$ cat src/rtl/jtframe_cen_bank.sv
// jtframe_cen_bank: bank of CH fractional clock-enable generators on one clock.
// Each channel strobes cen at an average rate of clk*num/den. The bank stays
// quiet until a fixed settle delay after reset has elapsed (locked).
// Optional feature macro JTFRAME_CEN_BANK_CENB_EN: when defined, a shadow
// accumulator per channel, preloaded with den/2, drives the half-phase cenb
// strobe. When undefined, no shadow logic is built and cenb is tied to 0.
module jtframe_cen_bank #(
   parameter int CH       = 4,
   parameter int W        = 10,
   parameter int NUM0     = 1,
   parameter int DEN0     = 2,
   parameter int LOCK_DLY = 16,
   localparam int CHW     = (CH > 1) ? $clog2(CH) : 1
) (
   input  logic           clk,
   input  logic           rst,
   input  logic           cfg_we,
   input  logic [CHW-1:0] cfg_ch,
   input  logic [W-1:0]   cfg_num,
   input  logic [W-1:0]   cfg_den,
   output logic [CH-1:0]  cen,
   output logic [CH-1:0]  cenb,
   output logic           locked
);

   localparam logic [W-1:0] NUM0_W     = W'(NUM0);
   localparam logic [W-1:0] DEN0_W     = W'(DEN0);
   localparam logic [W-1:0] SACC0_W    = W'(DEN0 / 2);
   localparam logic [7:0]   LOCK_DLY_W = 8'(LOCK_DLY);

   logic [7:0]    lock_cnt_q, lock_cnt_d;
   logic          locked_q, locked_d;
   logic [W-1:0]  num_q [CH];
   logic [W-1:0]  num_d [CH];
   logic [W-1:0]  den_q [CH];
   logic [W-1:0]  den_d [CH];
   logic [W-1:0]  acc_q [CH];
   logic [W-1:0]  acc_d [CH];
   logic [W:0]    sum   [CH];
   logic [W:0]    diff  [CH];
   logic [CH-1:0] cen_q, cen_d;

   logic          wr_hit;
   logic [W-1:0]  wr_num;

`ifdef JTFRAME_CEN_BANK_CENB_EN
   logic [W-1:0]  sacc_q [CH];
   logic [W-1:0]  sacc_d [CH];
   logic [W:0]    ssum   [CH];
   logic [W:0]    sdiff  [CH];
   logic [CH-1:0] cenb_q, cenb_d;
`endif

   // Next-state: lock counter, config writes, and per-channel accumulation.
   always_comb begin
      lock_cnt_d = lock_cnt_q;
      locked_d   = locked_q;
      num_d      = num_q;
      den_d      = den_q;
      acc_d      = acc_q;
      cen_d      = '0;
      // den=0 and out-of-range channels are dropped; num is clamped to den
      wr_hit     = cfg_we && (int'(cfg_ch) < CH) && (cfg_den != '0);
      wr_num     = (cfg_num > cfg_den) ? cfg_den : cfg_num;
`ifdef JTFRAME_CEN_BANK_CENB_EN
      sacc_d     = sacc_q;
      cenb_d     = '0;
`endif

      if (!locked_q) begin
         lock_cnt_d = lock_cnt_q + 8'd1;
         if (lock_cnt_d == LOCK_DLY_W) locked_d = 1'b1;
      end

      for (int i = 0; i < CH; i++) begin
         sum[i]  = {1'b0, acc_q[i]} + {1'b0, num_q[i]};
         diff[i] = sum[i] - {1'b0, den_q[i]};
`ifdef JTFRAME_CEN_BANK_CENB_EN
         ssum[i]  = {1'b0, sacc_q[i]} + {1'b0, num_q[i]};
         sdiff[i] = ssum[i] - {1'b0, den_q[i]};
`endif
         if (wr_hit && cfg_ch == CHW'(i)) begin
            // a freshly written channel skips one cycle so it restarts clean
            num_d[i] = wr_num;
            den_d[i] = cfg_den;
            acc_d[i] = '0;
`ifdef JTFRAME_CEN_BANK_CENB_EN
            sacc_d[i] = cfg_den >> 1;
`endif
         end else if (locked_q) begin
            if (sum[i] >= {1'b0, den_q[i]}) begin
               acc_d[i] = diff[i][W-1:0];
               cen_d[i] = 1'b1;
            end else begin
               acc_d[i] = sum[i][W-1:0];
            end
`ifdef JTFRAME_CEN_BANK_CENB_EN
            if (ssum[i] >= {1'b0, den_q[i]}) begin
               sacc_d[i] = sdiff[i][W-1:0];
               cenb_d[i] = 1'b1;
            end else begin
               sacc_d[i] = ssum[i][W-1:0];
            end
`endif
         end
      end
   end

   // State registers; reset has priority over any config write.
   always_ff @(posedge clk) begin
      if (rst) begin
         lock_cnt_q <= '0;
         locked_q   <= 1'b0;
         cen_q      <= '0;
         for (int i = 0; i < CH; i++) begin
            num_q[i] <= NUM0_W;
            den_q[i] <= DEN0_W;
            acc_q[i] <= '0;
         end
      end else begin
         lock_cnt_q <= lock_cnt_d;
         locked_q   <= locked_d;
         cen_q      <= cen_d;
         num_q      <= num_d;
         den_q      <= den_d;
         acc_q      <= acc_d;
      end
   end

`ifdef JTFRAME_CEN_BANK_CENB_EN
   // Shadow accumulators for the half-phase strobe.
   always_ff @(posedge clk) begin
      if (rst) begin
         cenb_q <= '0;
         for (int i = 0; i < CH; i++) sacc_q[i] <= SACC0_W;
      end else begin
         cenb_q <= cenb_d;
         sacc_q <= sacc_d;
      end
   end

   assign cenb = cenb_q;
`else
   assign cenb = '0;
`endif

   assign cen    = cen_q;
   assign locked = locked_q;

endmodule
$ cat config.mk
export PLATFORM = sky130hd
export DESIGN_NAME = jtframe_cen_bank
export DESIGN_NICKNAME = d
export VERILOG_FILES = /design/src/rtl/jtframe_cen_bank.sv
export SDC_FILE = /design/constraint.sdc
export NUM_CORES = 1
export LEC_CHECK = 0
export CORE_MARGIN = 2
export CORE_UTILIZATION = 50
export CTS_CLUSTER_DIAMETER = 50
export DETAILED_ROUTE_END_ITERATION = 12
export PLACE_DENSITY = 0.67
export SETUP_SLACK_MARGIN = 0.02
export SLEW_MARGIN = 20
export SYNTH_ARGS = -nofsm -noshare
export SYNTH_HDL_FRONTEND = slang
export SYNTH_SLANG_ARGS = --single-unit
$ cat constraint.sdc
create_clock -name clk -period 7 [get_ports clk]
set_input_delay 2.1 -clock clk [delete_from_list [all_inputs] [get_ports clk]]
set_output_delay 2.1 -clock clk [all_outputs]
set_load 0.01 [all_outputs]
=== Yosys cells after proc, flatten, opt, wreduce, memory -nomap -nowiden ===
Index checks and enable logic that the tools add are counted.

* Register bits after elaboration: 133

* Reductions and logical operators: 15
* Eq/ne operators: 4
* Multiplexer cells: 11
* Magnitude comparators: 5
* Bitwise logic cells: 1
* Add/sub/neg operators: 9

{| class="wikitable"
|+ Operators by type and width
! operator !! number
|-
| $mux W10 || 5
|-
| $add A10 B10 Y11 || 4
|-
| $ge A11 B10 Y1 || 4
|-
| $sub A10 B10 Y10 || 4
|-
| $reduce_or A3 Y1 || 4
|-
| $gt A10 B10 Y1 || 1
|-
| $reduce_bool A10 Y1 || 1
|-
| $add A8 B1 Y8 const B || 1
|-
| $eq A8 B5 Y1 const B || 1
|-
| $reduce_or A2 Y1 || 4
|-
| $mux W1 || 6
|-
| $logic_and A1 B1 Y1 || 5
|-
| $eq A2 B2 Y1 const B || 2
|-
| $eq A2 B1 Y1 const B || 1
|-
| $logic_not A2 Y1 || 1
|-
| $not A1 Y1 || 1
|}

=== Logic depth before layout (Yosys ltp) ===
* Depth after elaboration: 4
* Gate-level depth with buffers: 17
* Mapped depth without buffers: 16

=== Worst setup path before layout ===
OpenSTA, ideal clock, no wires.

* Kind: input port to flip-flop
* From: in cfg_den[3]
* To: reg num_q[37] (netlist bit)
* Stages: 10
* Path slack: 3.120 ns
* Arrival: 3.742 ns
* Path through: inv_1 > ha_1 > a21o_1 > a21o_1 > a21oi_1 > nor2_1 > o21ai_4 > buf_6 > mux2i_1 > a211oi_1

* Cells in the longest elaborated chain, start to end: 3
* Elaborated cells between the ends (all ways): 5
* Those cells by class: order compare: 1; mux: 1; reduce/logical: 3

{| class="wikitable"
|+ RTL lines
! what !! RTL line !! source
|-
| from (decl) || 20 || <nowiki>input logic [W-1:0] cfg_den,</nowiki>
|-
| parallel branches: the longest is 3 deep, another holds $gt A10 B10 Y1 || -- ||
|-
| to (signal assigned) || 124 || <nowiki>num_q <= num_d;</nowiki>
|-
| to (decl) || 33 || <nowiki>logic [W-1:0] num_q [CH];</nowiki>
|}

Several ways; the timed one is not identified.
A chain may end at the register's enable or synchronous reset.

=== Worst setup path in the final report ===
* From: in cfg_den[7]
* To: reg num_q[9] (netlist bit)

The elaborated chain is that of the path after synthesis.

==> impl_metrics.csv <==
group,metric,value,unit
run_status,status,"finished clean",
drt,first_pass_iters,5,
finish,final_cells,1340,
drt,num_vias,7670,
critical_path,cp_max_fo,17,
grt,first_global_vias,7147,
critical_path,end_kind,"flop",
clocking,numCtsBuffers,17,
place,gp_congestion,0.855,
finish,drive_gt1_share,5.85,%
synthesis,ys_types,76,
floorplan,die_height,138,um
critical_path,required,7280,ps
drt,drt-total-wl,23100,um
power,cellLeakagePower,4.17,nW
power,vdd_drop_max,0.188,mV
timing,fmax,214,MHz
synthesis,synth-async-reset-ratio,0,%
timing,finalCritPeriodShare,66.7,%
synthesis,ys_ff_latch,133,
min_path,min_from,"den_q[39]$_SDFFE_PP0P_",
drt,drt_iter0_markers,492,
clocking,postCtsSetupBuffers,0,
finish,fillers,1676,
place,post-dp-hpwl,16900,um
drt,viasPerCell,5.72,
synthesis,synth_ff_type,"dfxtp_1",
finish,nets,1222,
timing,fin_ws,2330,ps
place,dpl.cell_count,1308,
critical_path,path_class,"in2reg",
critical_path,critPathTopFamily,"compound AO/OA/AOI/OAI gates",
synthesis,synth_cells,1087,
floorplan,start_util,50.5,%
synthesis,synthesis.area,9000,um2
synthesis,yosysTopAreaCell,"dfxtp_1",
timing,fin_tns_setup,0,ps
synthesis,netlist.area_leader.share,29.6,%
timing,rsz0062_at_grt,"no",
synthesis,synth-edff-count,0,
floorplan,ios,34,
critical_path,startpoint_type,"input port",
finish,syn_to_final_growth,10.8,%
critical_path,max_stage_delay,740,ps
drt,wire_per_inst,17.2,um
floorplan,core,17800,um2
job,cap_violations,0,
floorplan,num_rows,49,
critical_path,crit_arrival,4950,ps
clocking,clock_latency,430,ps
synthesis,synth.most_common_cell,"dfxtp_1",
finish,antenna_cells,0,
timing,setup_violations,0,
clocking,htree_levels,4,
floorplan,die_x,138,um
grt,grt_max_degree,79,
grt,overflow,0,
timing,hold_viol,0,
drt,ant_nets,0,
clocking,cts.sinks,133,
min_path,hold_end,"den_q[39]$_SDFFE_PP0P_",
synthesis,synth_area_leaders,"dfxtp_1 30%, ha_1 13%, mux2i_1 5.8%",
critical_path,crit_buf_inv,2,
clocking,cts_tree,"yes",
clocking,cts_root_buf,"clkbuf_16",
synthesis,syn_area_per_cell,8.28,um2
clocking,post_cts_resized,0,
place,place_ws,1920,ps
place,numPortBuffers,29,
grt,gr-usage-all-layers,24.4,%
clocking,cts_hold_buf,0,
critical_path,slowest_stage,"clkdlybuf4s50_1",
grt,grt_pass1_wl,37400,um
critical_path,r2r-start,"num_q[0]$_SDFFE_PP1P_",
timing,clock_skew,8.25,ps
min_path,min_path_cells,2,
timing,slew-limit-headroom,29.4,%
min_path,hp-class,"reg2reg",
critical_path,worstReg2RegEnd,"acc_q[0]$_SDFFE_PP0P_",
synthesis,ys_seq_area_share,29.6,%
timing,drv_slew,0,
power,powerDensity,209,nW/um2
critical_path,reg2reg_depth,15,
critical_path,reg2reg_setup_slack,2890,ps
synthesis,yosys_warnings,0,
timing,max_slew.worst_pin.slew,1060,ps
drt,drc,0,
clocking,clk_pin_slew_worst_paths,60,ps
clocking,cts_buffer_depth,2,
floorplan,dieArea,19100,um2
critical_path,crit_chain,"clkdlybuf4s50_1, inv_1, ha_1, a21oi_1, nor2b_1, o21ai_0, nand3b_1, o21ai_4, mux2i_1, a211oi_1",
grt,antenna_found_initial,0,
timing,period_needed,4670,ps
synthesis,synth_commonest_cells,"133 x dfxtp_1, 128 x nor2_1, 91 x a21oi_1, 91 x ha_1, 83 x inv_1",
kinds of logic after synthesis:
group | synth area share [%]
AND/OR/NAND/NOR | 16.8
XOR/XNOR | 5.54
AO/OA/AOI/OAI | 21.2
flip-flops | 29.6
buffers and inverters | 6.10
multiplexers | 6.28
adder cells (fa/ha/maj) | 14.4
other | 0.0416
worst register-to-register path, stage by stage, from the launching register on:
cell and delay, ps:
dfxtp_1 360, ha_1 190, inv_1 60, fa_1 400, nand2b_1 200, a211oi_1 360
o221ai_1 210, a21boi_0 180, ha_1 370, nand4_1 100, o31ai_1 330, nor2_1 80
a21oi_1 250, a21o_1 460, mux2_1 370, a21oi_1 130
how the worst max path moves through the flow:
stage	from	to	slack, ps	cells after the start
4_1_cts	cfg_den[7]	num_q[29]$_SDFFE_PP0P_	2370	10
3_5_place_dp	cfg_den[7]	num_q[11]$_SDFFE_PP0P_	1920	10
5_1_grt	cfg_den[7]	num_q[28]$_SDFFE_PP0P_	2220	10
6_report	cfg_den[7]	num_q[9]$_SDFFE_PP0P_	2330	10
3_3_place_gp	cfg_den[7]	num_q[28]$_SDFFE_PP0P_	1980	10
2_1_floorplan	cfg_den[3]	num_q[37]$_SDFFE_PP0P_	3120	10
routing by layer:
layer | vias to the layer above | routed length (um) | share of wire (%) | track usage, %
met1 | 3565 | 10900 | 47 | 33.1
li1 | 3903 | - | - | -
met5 | - | 0 | 0 | 0
met3 | 32 | 1160 | 5.0 | 5.47
met2 | 170 | 10500 | 46 | 38.4
met4 | 0 | 493 | 2.1 | 8.11
power by group:
part | switching, mW | internal (mW)
logic | 0.250 | 0.184
registers | 0.0179 | 0.779
clock network | 0.342 | 0.513
total | 0.610 | 1.48
placed cells by master (no fill, tap or decap), types with 5 or more instances in the layout:
cell             synthesis  layout
a211o_1                  6       6
a211oi_1                47      47
a21o_1                  13      13
a21oi_1                 91      91
and3_1                   8       8
buf_4                    7       8
clkbuf_16                0      17
clkdlybuf4s50_1          0      28
clkinv_2                 0       5
dfxtp_1                133     132
fa_1                     8       8
ha_1                    91      91
inv_1                   83      83
mux2i_1                 52      52
nand2_1                 62      62
nand2b_1                 8       8
nand3_1                 30      30
nand4_1                 19      19
nor2_1                 128     127
nor2b_1                 16      16
nor3_1                  20      19
nor4_1                   5       5
o21a_1                  16      16
o21ai_0                 52      52
o21bai_1                 6       6
o31ai_1                  8       8
xnor2_1                 39      39
xor2_1                  18      18
sequential cells by signal (all words and copies together) (netlist names):
signal      cells
cen             4
acc_q          40
lock_cnt_q      8
den_q          40
locked          1
num_q          40
stage by stage:
step | hold slack [ps] | area (um2) | power [mW] | util (%)
6_report | 453 | 9980 | 2.09 | 55.9
5_1_grt | 478 | 9980 | 2.18 | 55.9
4_1_cts | 457 | 9980 | 2.10 | 55.9
3_5_place_dp | 449 | 9420 | 1.24 | 52.8
3_3_place_gp | 444 | 9420 | 1.24 | 52.8
2_1_floorplan | 436 | 9010 | 1.15 | -
area by class of cell:
cell class | instances | area [um2] | share of cell area (%)
repair buffers | 36 | 340 | 3.41
well taps | 229 | 287 | 2.87
flip-flops and latches | 133 | 2660 | 26.7
inverters | 84 | 315 | 3.16
clock buffers | 23 | 478 | 4.79
clock inverters | 9 | 77.6 | 0.777
multi-input cells | 826 | 5820 | 58.3
Note: power is estimated with default switching activity, not from simulation.
